[src/rtl/amber48_uart_pkg.sv]
// Shared UART types: arbiter state encoding and counter-width helpers.
package amber48_uart_pkg;

  typedef enum logic {ARB, OWN} uart_arb_state_e;

  // Counter width for a count that must reach n-1, never narrower than 1 bit.
  function automatic int cnt_w(input int n);
    return ($clog2(n) < 1) ? 1 : $clog2(n);
  endfunction

  localparam int ARB_BURST_CNT_W = cnt_w(64);
  localparam int ARB_IDLE_CNT_W  = cnt_w(1024);

endpackage

[src/rtl/amber48_rr_pick.sv]
// Combinational round-robin pick: first set bit of req searching upward from ptr, modulo N.
module amber48_rr_pick #(
  parameter int N = 3,
  localparam int W = (N > 1) ? $clog2(N) : 1
) (
  input  logic [N-1:0] req,
  input  logic [W-1:0] ptr,
  output logic         found,
  output logic [W-1:0] idx
);

  int k;

  // Walk offsets high to low so the smallest offset from ptr is the last writer.
  always_comb begin
    found = 1'b0;
    idx   = '0;
    k     = 0;
    for (int i = N - 1; i >= 0; i--) begin
      k = (int'(ptr) + i) % N;
      if (req[k]) begin
        found = 1'b1;
        idx   = W'(k);
      end
    end
  end

endmodule

[src/rtl/amber48_uart_tx_arb.sv]
// Message-granular round-robin arbiter feeding one UART TX byte port,
// with per-grant burst and idle-timeout bounds.
module amber48_uart_tx_arb
  import amber48_uart_pkg::*;
#(
  parameter int NUM_REQ      = 3,
  parameter int MAX_BURST    = 64,
  parameter int IDLE_TIMEOUT = 1024
) (
  input  logic                       clk_i,
  input  logic                       rst_i,
  input  logic [NUM_REQ-1:0]         req_valid_i,
  input  logic [NUM_REQ*8-1:0]       req_data_i,
  input  logic [NUM_REQ-1:0]         req_last_i,
  output logic [NUM_REQ-1:0]         req_ready_o,
  output logic [7:0]                 tx_data_o,
  output logic                       tx_valid_o,
  input  logic                       tx_ready_i,
  output logic [$clog2(NUM_REQ)-1:0] grant_o,
  output logic                       busy_o
);

  localparam int GW = $clog2(NUM_REQ);
  localparam int BW = cnt_w(MAX_BURST);
  localparam int IW = cnt_w(IDLE_TIMEOUT);

  if (NUM_REQ < 2 || NUM_REQ > 8) begin : g_bad_num_req
    $fatal(1, "amber48_uart_tx_arb: NUM_REQ=%0d outside 2..8", NUM_REQ);
  end
  if (MAX_BURST < 1 || MAX_BURST > 256) begin : g_bad_burst
    $fatal(1, "amber48_uart_tx_arb: MAX_BURST=%0d outside 1..256", MAX_BURST);
  end
  if (IDLE_TIMEOUT < 1) begin : g_bad_timeout
    $fatal(1, "amber48_uart_tx_arb: IDLE_TIMEOUT=%0d below 1", IDLE_TIMEOUT);
  end

  logic [NUM_REQ-1:0][7:0] data_arr;
  uart_arb_state_e         state_q, state_d;
  logic [GW-1:0]           grant_q, grant_d, ptr_q, ptr_d, pick_idx;
  logic [BW-1:0]           byte_q, byte_d;
  logic [IW-1:0]           idle_q, idle_d;
  logic                    pick_found, g_valid, g_last, xfer, rel;

  assign data_arr = req_data_i;
  assign g_valid  = req_valid_i[grant_q];
  assign g_last   = req_last_i[grant_q];
  assign xfer     = g_valid & tx_ready_i;

  amber48_rr_pick #(.N(NUM_REQ)) u_pick (
    .req   (req_valid_i),
    .ptr   (ptr_q),
    .found (pick_found),
    .idx   (pick_idx)
  );

  always_comb begin
    state_d     = state_q;
    grant_d     = grant_q;
    ptr_d       = ptr_q;
    byte_d      = byte_q;
    idle_d      = idle_q;
    rel         = 1'b0;
    tx_valid_o  = 1'b0;
    tx_data_o   = 8'h00;
    req_ready_o = '0;
    unique case (state_q)
      ARB: begin
        if (pick_found) begin
          grant_d = pick_idx;
          byte_d  = '0;
          idle_d  = '0;
          state_d = OWN;
        end
      end
      OWN: begin
        tx_valid_o           = g_valid;
        tx_data_o            = data_arr[grant_q];
        req_ready_o[grant_q] = tx_ready_i;
        if (xfer) byte_d = byte_q + 1'b1;
        idle_d = g_valid ? '0 : idle_q + 1'b1;
        // Backpressure keeps valid high, so tx_ready_i stalls never age the grant.
        rel = (xfer && (g_last || byte_q == BW'(MAX_BURST - 1))) ||
              (!g_valid && idle_q == IW'(IDLE_TIMEOUT - 1));
        if (rel) begin
          state_d = ARB;
          ptr_d   = (grant_q == GW'(NUM_REQ - 1)) ? '0 : grant_q + 1'b1;
        end
      end
      default: state_d = ARB;
    endcase
  end

  always_ff @(posedge clk_i) begin
    if (rst_i) begin
      state_q <= ARB;
      grant_q <= '0;
      ptr_q   <= '0;
      byte_q  <= '0;
      idle_q  <= '0;
    end else begin
      state_q <= state_d;
      grant_q <= grant_d;
      ptr_q   <= ptr_d;
      byte_q  <= byte_d;
      idle_q  <= idle_d;
    end
  end

  assign grant_o = grant_q;
  assign busy_o  = (state_q == OWN);

endmodule

[config.mk]
export PLATFORM = sky130hd
export DESIGN_NAME = amber48_uart_tx_arb
export DESIGN_NICKNAME = d
export VERILOG_FILES = /design/src/rtl/amber48_uart_pkg.sv /design/src/rtl/amber48_rr_pick.sv /design/src/rtl/amber48_uart_tx_arb.sv
export SDC_FILE = /design/constraint.sdc
export NUM_CORES = 1
export LEC_CHECK = 0
export ABC_CLOCK_PERIOD_IN_PS = 2220
export CORE_ASPECT_RATIO = 1.5
export CORE_MARGIN = 2
export CORE_UTILIZATION = 37
export CTS_CLUSTER_DIAMETER = 200
export DETAILED_ROUTE_END_ITERATION = 8
export PLACE_DENSITY = 0.69
export SLEW_MARGIN = 20
export SYNTH_ARGS = -nofsm -noshare
export SYNTH_HDL_FRONTEND = slang
export SYNTH_HIERARCHICAL = 1
export SYNTH_SLANG_ARGS = --single-unit
[constraint.sdc]
create_clock -name clk_i -period 2.22 [get_ports clk_i]
set_clock_uncertainty 0.15 [all_clocks]
set_input_delay 0.444 -clock clk_i [delete_from_list [all_inputs] [get_ports clk_i]]
set_output_delay 0.444 -clock clk_i [all_outputs]
set_load 0.01 [all_outputs]
== Word-level counts from Yosys, hierarchy flattened ==
Index checks and enable logic that the tools add are counted.

* Add/sub/neg operators: 5
* Div/mod/pow operators: 3
* Magnitude comparators: 5
* Equality and inequality tests: 5
* Mux-type cells: 36
* Bitwise gates (word level): 3
* Reductions and logical operators: 9

{| class="wikitable"
|+ Operators with widths
! operator !! count
|-
| $lt 32x4->1 const B || 3
|-
| $mod 32x3->32 const B || 2
|-
| $mod 3x3->32 const B || 1
|-
| $mux 10 || 2
|-
| $pmux 10 s2 || 1
|-
| $bmux 8 s2 || 1
|-
| $mux 8 || 2
|-
| $mux 1 || 15
|-
| $mux 6 || 2
|-
| $pmux 6 s2 || 1
|-
| $add 10x1->10 const B || 1
|-
| $bmux 1 s2 || 5
|-
| $eq 10x10->1 const B || 1
|-
| $mux 2 || 4
|-
| $add 6x1->6 const B || 1
|-
| $eq 6x6->1 const B || 1
|-
| $reduce_and 2->1 || 3
|-
| $add 2x1->3 const B || 1
|-
| $add 2x2->3 const B || 1
|-
| $and 3x3->3 || 1
|-
| $logic_and 1x1->1 || 3
|-
| $lt 2x3->1 const B || 1
|-
| $mux 3 || 1
|-
| $add 2x1->2 const B || 1
|-
| 10 further kinds || 11
|}

* Register bits: 21
* Bits of input ports: 33
* Output and inout bits: 15
* Logic and storage cells: 71

== Depth between registers and ports, before layout ==
* Depth in word-level cells: 10
* Depth in mapped cells: 10
* Gate-level depth less buffers: 9

== Modules after synthesis ==
The synthesis kept the hierarchy.

{| class="wikitable"
|+ By module, submodules not included
! module !! times used !! cells an instance !! area each (um^2) !! seq. area each (um^2)
|-
| amber48_uart_tx_arb || 1 || 170 || 1325.0 || 420.4
|-
| amber48_rr_pick || 1 || 27 || 191.4 || 0.0
|}

== Least setup slack after synthesis ==
OpenSTA, ideal clock, no wires.

* Path kind: register -> register
* Start: register ptr_q[1]
* End: register idle_q[9]
* Library setup time: 0.091 ns
* Arrival time: 1.974 ns
* Data required time: 1.979 ns
* Path slack: 0.005 ns
* Cell stages (with the launch flop): 10
* Path buffers: 2
* Clock period less this slack: 2.215 ns
* Path through: dfxtp_1 > inv_1 > ha_1 > buf_6 > mux2i_1 > o221ai_1 > o32a_1 > or2_2 > buf_1 > a311oi_1

* Longest elaborated chain between the ends: 9
* Elaborated cells between the ends (all ways): 18
* Classes of those cells: 2 x add/sub; 3 x div; 1 x eq/ne; 12 x mux

{| class="wikitable"
|+ RTL lines
! item !! RTL line !! RTL
|-
| start, declared || amber48_uart_tx_arb.sv:39 || <nowiki>logic [GW-1:0] grant_q, grant_d, ptr_q, ptr_d, pick_idx;</nowiki>
|-
| start signal, assigned || amber48_uart_tx_arb.sv:103 || <nowiki>ptr_q <= ptr_d;</nowiki>
|-
| $add 2x2->3 || amber48_rr_pick.sv:20 || <nowiki>k = (int'(ptr) + i) % N;</nowiki>
|-
| $mod 32x3->32 || amber48_rr_pick.sv:20 ||
|-
| $bmux 1 s2 || amber48_rr_pick.sv:21 || <nowiki>if (req[k]) begin</nowiki>
|-
| $mux 1 (implied by the code) (2 in series) || amber48_rr_pick.sv:21 ||
|-
| $mux 1 (2 in series) || amber48_rr_pick.sv:21 ||
|-
| $mux 1 (*) || amber48_rr_pick.sv:21 ||
|-
| net pick_found || amber48_uart_tx_arb.sv:42 || <nowiki>logic pick_found, g_valid, g_last, xfer, rel;</nowiki>
|-
| $ne 2x2->1 (no line) (*) || - ||
|-
| end signal, assigned || amber48_uart_tx_arb.sv:105 || <nowiki>idle_q <= idle_d;</nowiki>
|-
| end, declared || amber48_uart_tx_arb.sv:41 || <nowiki>logic [IW-1:0] idle_q, idle_d;</nowiki>
|}

The timed path passes the listed nets; every way through them passes the cells marked *. The select of a mux whose other input is x is not followed.
A chain may end at the register's enable or synchronous reset.

== Worst setup path in the final report ==
* Start: input port tx_ready_i
* End: output port req_ready_o[2]

* Longest elaborated chain between the ends: 2

{| class="wikitable"
|+ RTL lines
! item !! RTL line !! RTL
|-
| start, declared || amber48_uart_tx_arb.sv:18 || <nowiki>input logic tx_ready_i,</nowiki>
|-
| $and 3x3->3 (no line) || - ||
|-
| $mux 3 || amber48_uart_tx_arb.sv:66 || <nowiki>unique case (state_q)</nowiki>
|-
| end, declared || amber48_uart_tx_arb.sv:15 || <nowiki>output logic [NUM_REQ-1:0] req_ready_o,</nowiki>
|}

No other way between the ends.

==> results_dict.tcl <==
set metrics [dict create \
    crit_fanout 4 \
    gp_congestion 0.814 \
    crit_arrival_ns 1.55 \
    fmax_mhz 467 \
    grt_pass1_wl_um 6540 \
    n_antenna_cell 0 \
    relSlewSlack_pct 68.7 \
    async_flop_share_pct 0 \
    die-area_sq_um 4640 \
    synth_top_area_cell "dfxtp_1" \
    fp.dieH_um 82.4 \
    setup_violations 0 \
    yosys-top-cells-count "34 x nor2_1, 21 x dfxtp_1, 17 x a21oi_1" \
    required_ns 1.63 \
    path_class "input port to output port" \
    syn-cell-area_sq_um 1520 \
    cts_buffers 3 \
    maxCapViolations 0 \
    yosysWarnings 6 \
    grt_antenna_before_repair 0 \
    reg2reg_from "ptr_q[1]" \
    dr.pass1.iters 4 \
    start_util_pct 38.6 \
    cts_tree "yes" \
    wl_um 4070 \
    grt_util_all_layers_pct 17.1 \
    syn_nets 235 \
    path_buf_inv 2 \
    yosysTopAreaCellShare_pct 27.7 \
    maxSlewViolCount 0 \
    nNetsFinal 307 \
    clock_path_buffers 2 \
    avgSynthCellArea_sq_um 7.70 \
    cp_top_family "buffers and inverters" \
    num-fill-cells 385 \
    h-tree-depth 1 \
    die_w_um 56.3 \
    vias 1670 \
    finalCritPeriodShare_pct 96.4 \
    synthTopCellsByArea "dfxtp_1 28%, nor2_1 8.4%, mux2i_1 7.9%, a21oi_1 5.6%, ha_1 4.1%" \
    p_leak_uw 0.000901 \
    yosysMostFrequentCell "nor2_1" \
    drc 0 \
    vias_per_cell 5.34 \
    irDropWorstVdd_uv 424 \
    critPathSlowestCell "clkdlybuf4s50_1" \
    status "completed" \
    tns_ns 0 \
    hold_path.class "flop to flop" \
    area_growth_pct 51.7 \
    pwr-share-clk_pct 27.5 \
    design_area_sq_um 2300 \
    dr.first_iter.drc_count 29 \
    synth_edf_count 0 \
    wl_per_cell_um 13.0 \
    power_density_nw_per_um2 430 \
    internal_power_uw 689 \
    port_buffers 47 \
    stdcell_count 313 \
    postCtsHoldBufs 0 \
    ant_nets 0 \
    finalHoldViolCount 0 \
    grt_pass1_vias 1543 \
    start_kind "input port" \
    io_pins 48 \
    clkSlewWorstSetupHoldPaths_ns 0.09 \
    num_rows 28 \
    pwr-share-seq_pct 39.6 \
    place_hpwl_um 3170 \
    cts_root_buf "clkbuf_8" \
    cts_sinks 21 \
    combinationalPowerShare_pct 32.9 \
    synthCells 197 \
    drive_above_1_share_pct 19.8 \
    synth-seq-cells 21 \
    core_area_sq_um 3920 \
    switchingPower_uw 300 \
    slowest_delay_ns 0.48 \
    end_kind "output port" \
    crit_chain "clkdlybuf4s50_1 > nand2_1 > nor3b_1 > dlygate4sd2_1" \
    place_inst 308 \
    clk_latency_ns 0.27 \
    seq_area_frac_synth_pct 27.7 \
    ys_types 47 \
    gr-total-overflow 0 \
    min_from "ptr_q[0]" \
    grt_max_degree 14 \
    sw_frac_of_total_pct 30.3 \
    synth_top_flop_cell "dfxtp_1" \
    placed_cell_area_sq_um 2220 \
    worst_pin_slew_ns 0.466 \
    crit_start "tx_ready_i" \
    fin_crit_ns 2.14 \
]
[repair_timing]
item / 4_1_cts / 5_1_grt
pin swaps: 0 / 1
endpoints found under the setup margin: 21 / 24
buffers inserted: 0 / 1
resized for setup: 15 / 13
[final timing paths]
check | to | slack, ns | cells after the start
worst max-delay path | req_ready_o[2] | 0.08 | 4
worst min-delay path | ptr_q[0] | 0.33 | 2
worst max register to register | idle_q[9] | 0.09 | 7
worst min register to register | ptr_q[0] | 0.33 | 2
[registers in the layout, summed over array words and instances (netlist names)]
signal and count:
idle_q 10, ptr_q 2, grant_o 2, byte_q 6, busy_o 1
[routing by layer]
layer | share of wire [%] | track usage [%] | vias to the layer above
li1 | - | - | 867
met1 | 42 | 20.2 | 780
met2 | 55 | 31.4 | 18
met3 | 2.1 | 1.56 | 5
met4 | 1.4 | 7.14 | 0
met5 | 0 | 0 | -
[power groups by stage]
stage / combinational, uW / clock (uW) / sequential (uW)
after floorplan: 150 / 0 / 401
after global placement: 329 / 0 / 400
after detailed placement: 330 / 0 / 401
after CTS: 317 / 280 / 392
after global routing: 358 / 286 / 394
final: 325 / 272 / 392
[placed cells by master (no fill, tap or decap), types with 9 or more instances in the layout]
master,instances
nor3_1,9
a21oi_1,17
dfxtp_1,18
clkdlybuf4s50_1,32
nand3_1,9
nor2_1,34
dlygate4sd2_1,14
buf_4,28
mux2i_1,12
nand2_1,12
[cell families (layout without fill, tap and decap cells)]
logic type               after synthesis  after routing  share of synthesized area, %
flip-flops                            21             21                          27.7
adder cells (fa/ha/maj)                5              5                          4.13
AND/OR/NAND/NOR                       85             85                          26.7
buffers and inverters                 18             89                          5.69
multiplexers                          14             14                          10.1
AO/OA/AOI/OAI                         54             54                          25.7
[worst register-to-register path, stage by stage, from the launching register on]
cell	delay (ns)
dfxtp_2	0.34
inv_1	0.05
ha_2	0.19
mux2i_1	0.23
o221ai_2	0.14
o32a_1	0.40
or2_4	0.29
a311oi_2	0.27
[per-stage QoR]
stage | util [%] | hold WS, ns | setup WS [ns] | power, uW
finish | 58.6 | 0.327 | 0.0809 | 989
global route | 58.6 | 0.368 | -0.0204 | 1040
CTS | 57.3 | 0.342 | 0.00419 | 989
detailed placement | 56.5 | 0.318 | -0.377 | 731
global placement | 56.5 | 0.319 | -0.364 | 729
floorplan | - | 0.297 | 0.00489 | 551
[final cells by class]
type / instances / area (sq um) / share of cell area (%)
clock buffer: 3 / 41.3 / 1.80
clock inverter: 1 / 7.51 / 0.326
inverter: 8 / 30.0 / 1.31
multi-input combinational: 158 / 1050 / 45.5
sequential: 21 / 424 / 18.4
tap: 45 / 56.3 / 2.45
timing repair buffer: 77 / 694 / 30.2
(Power assumes the default switching activity.)
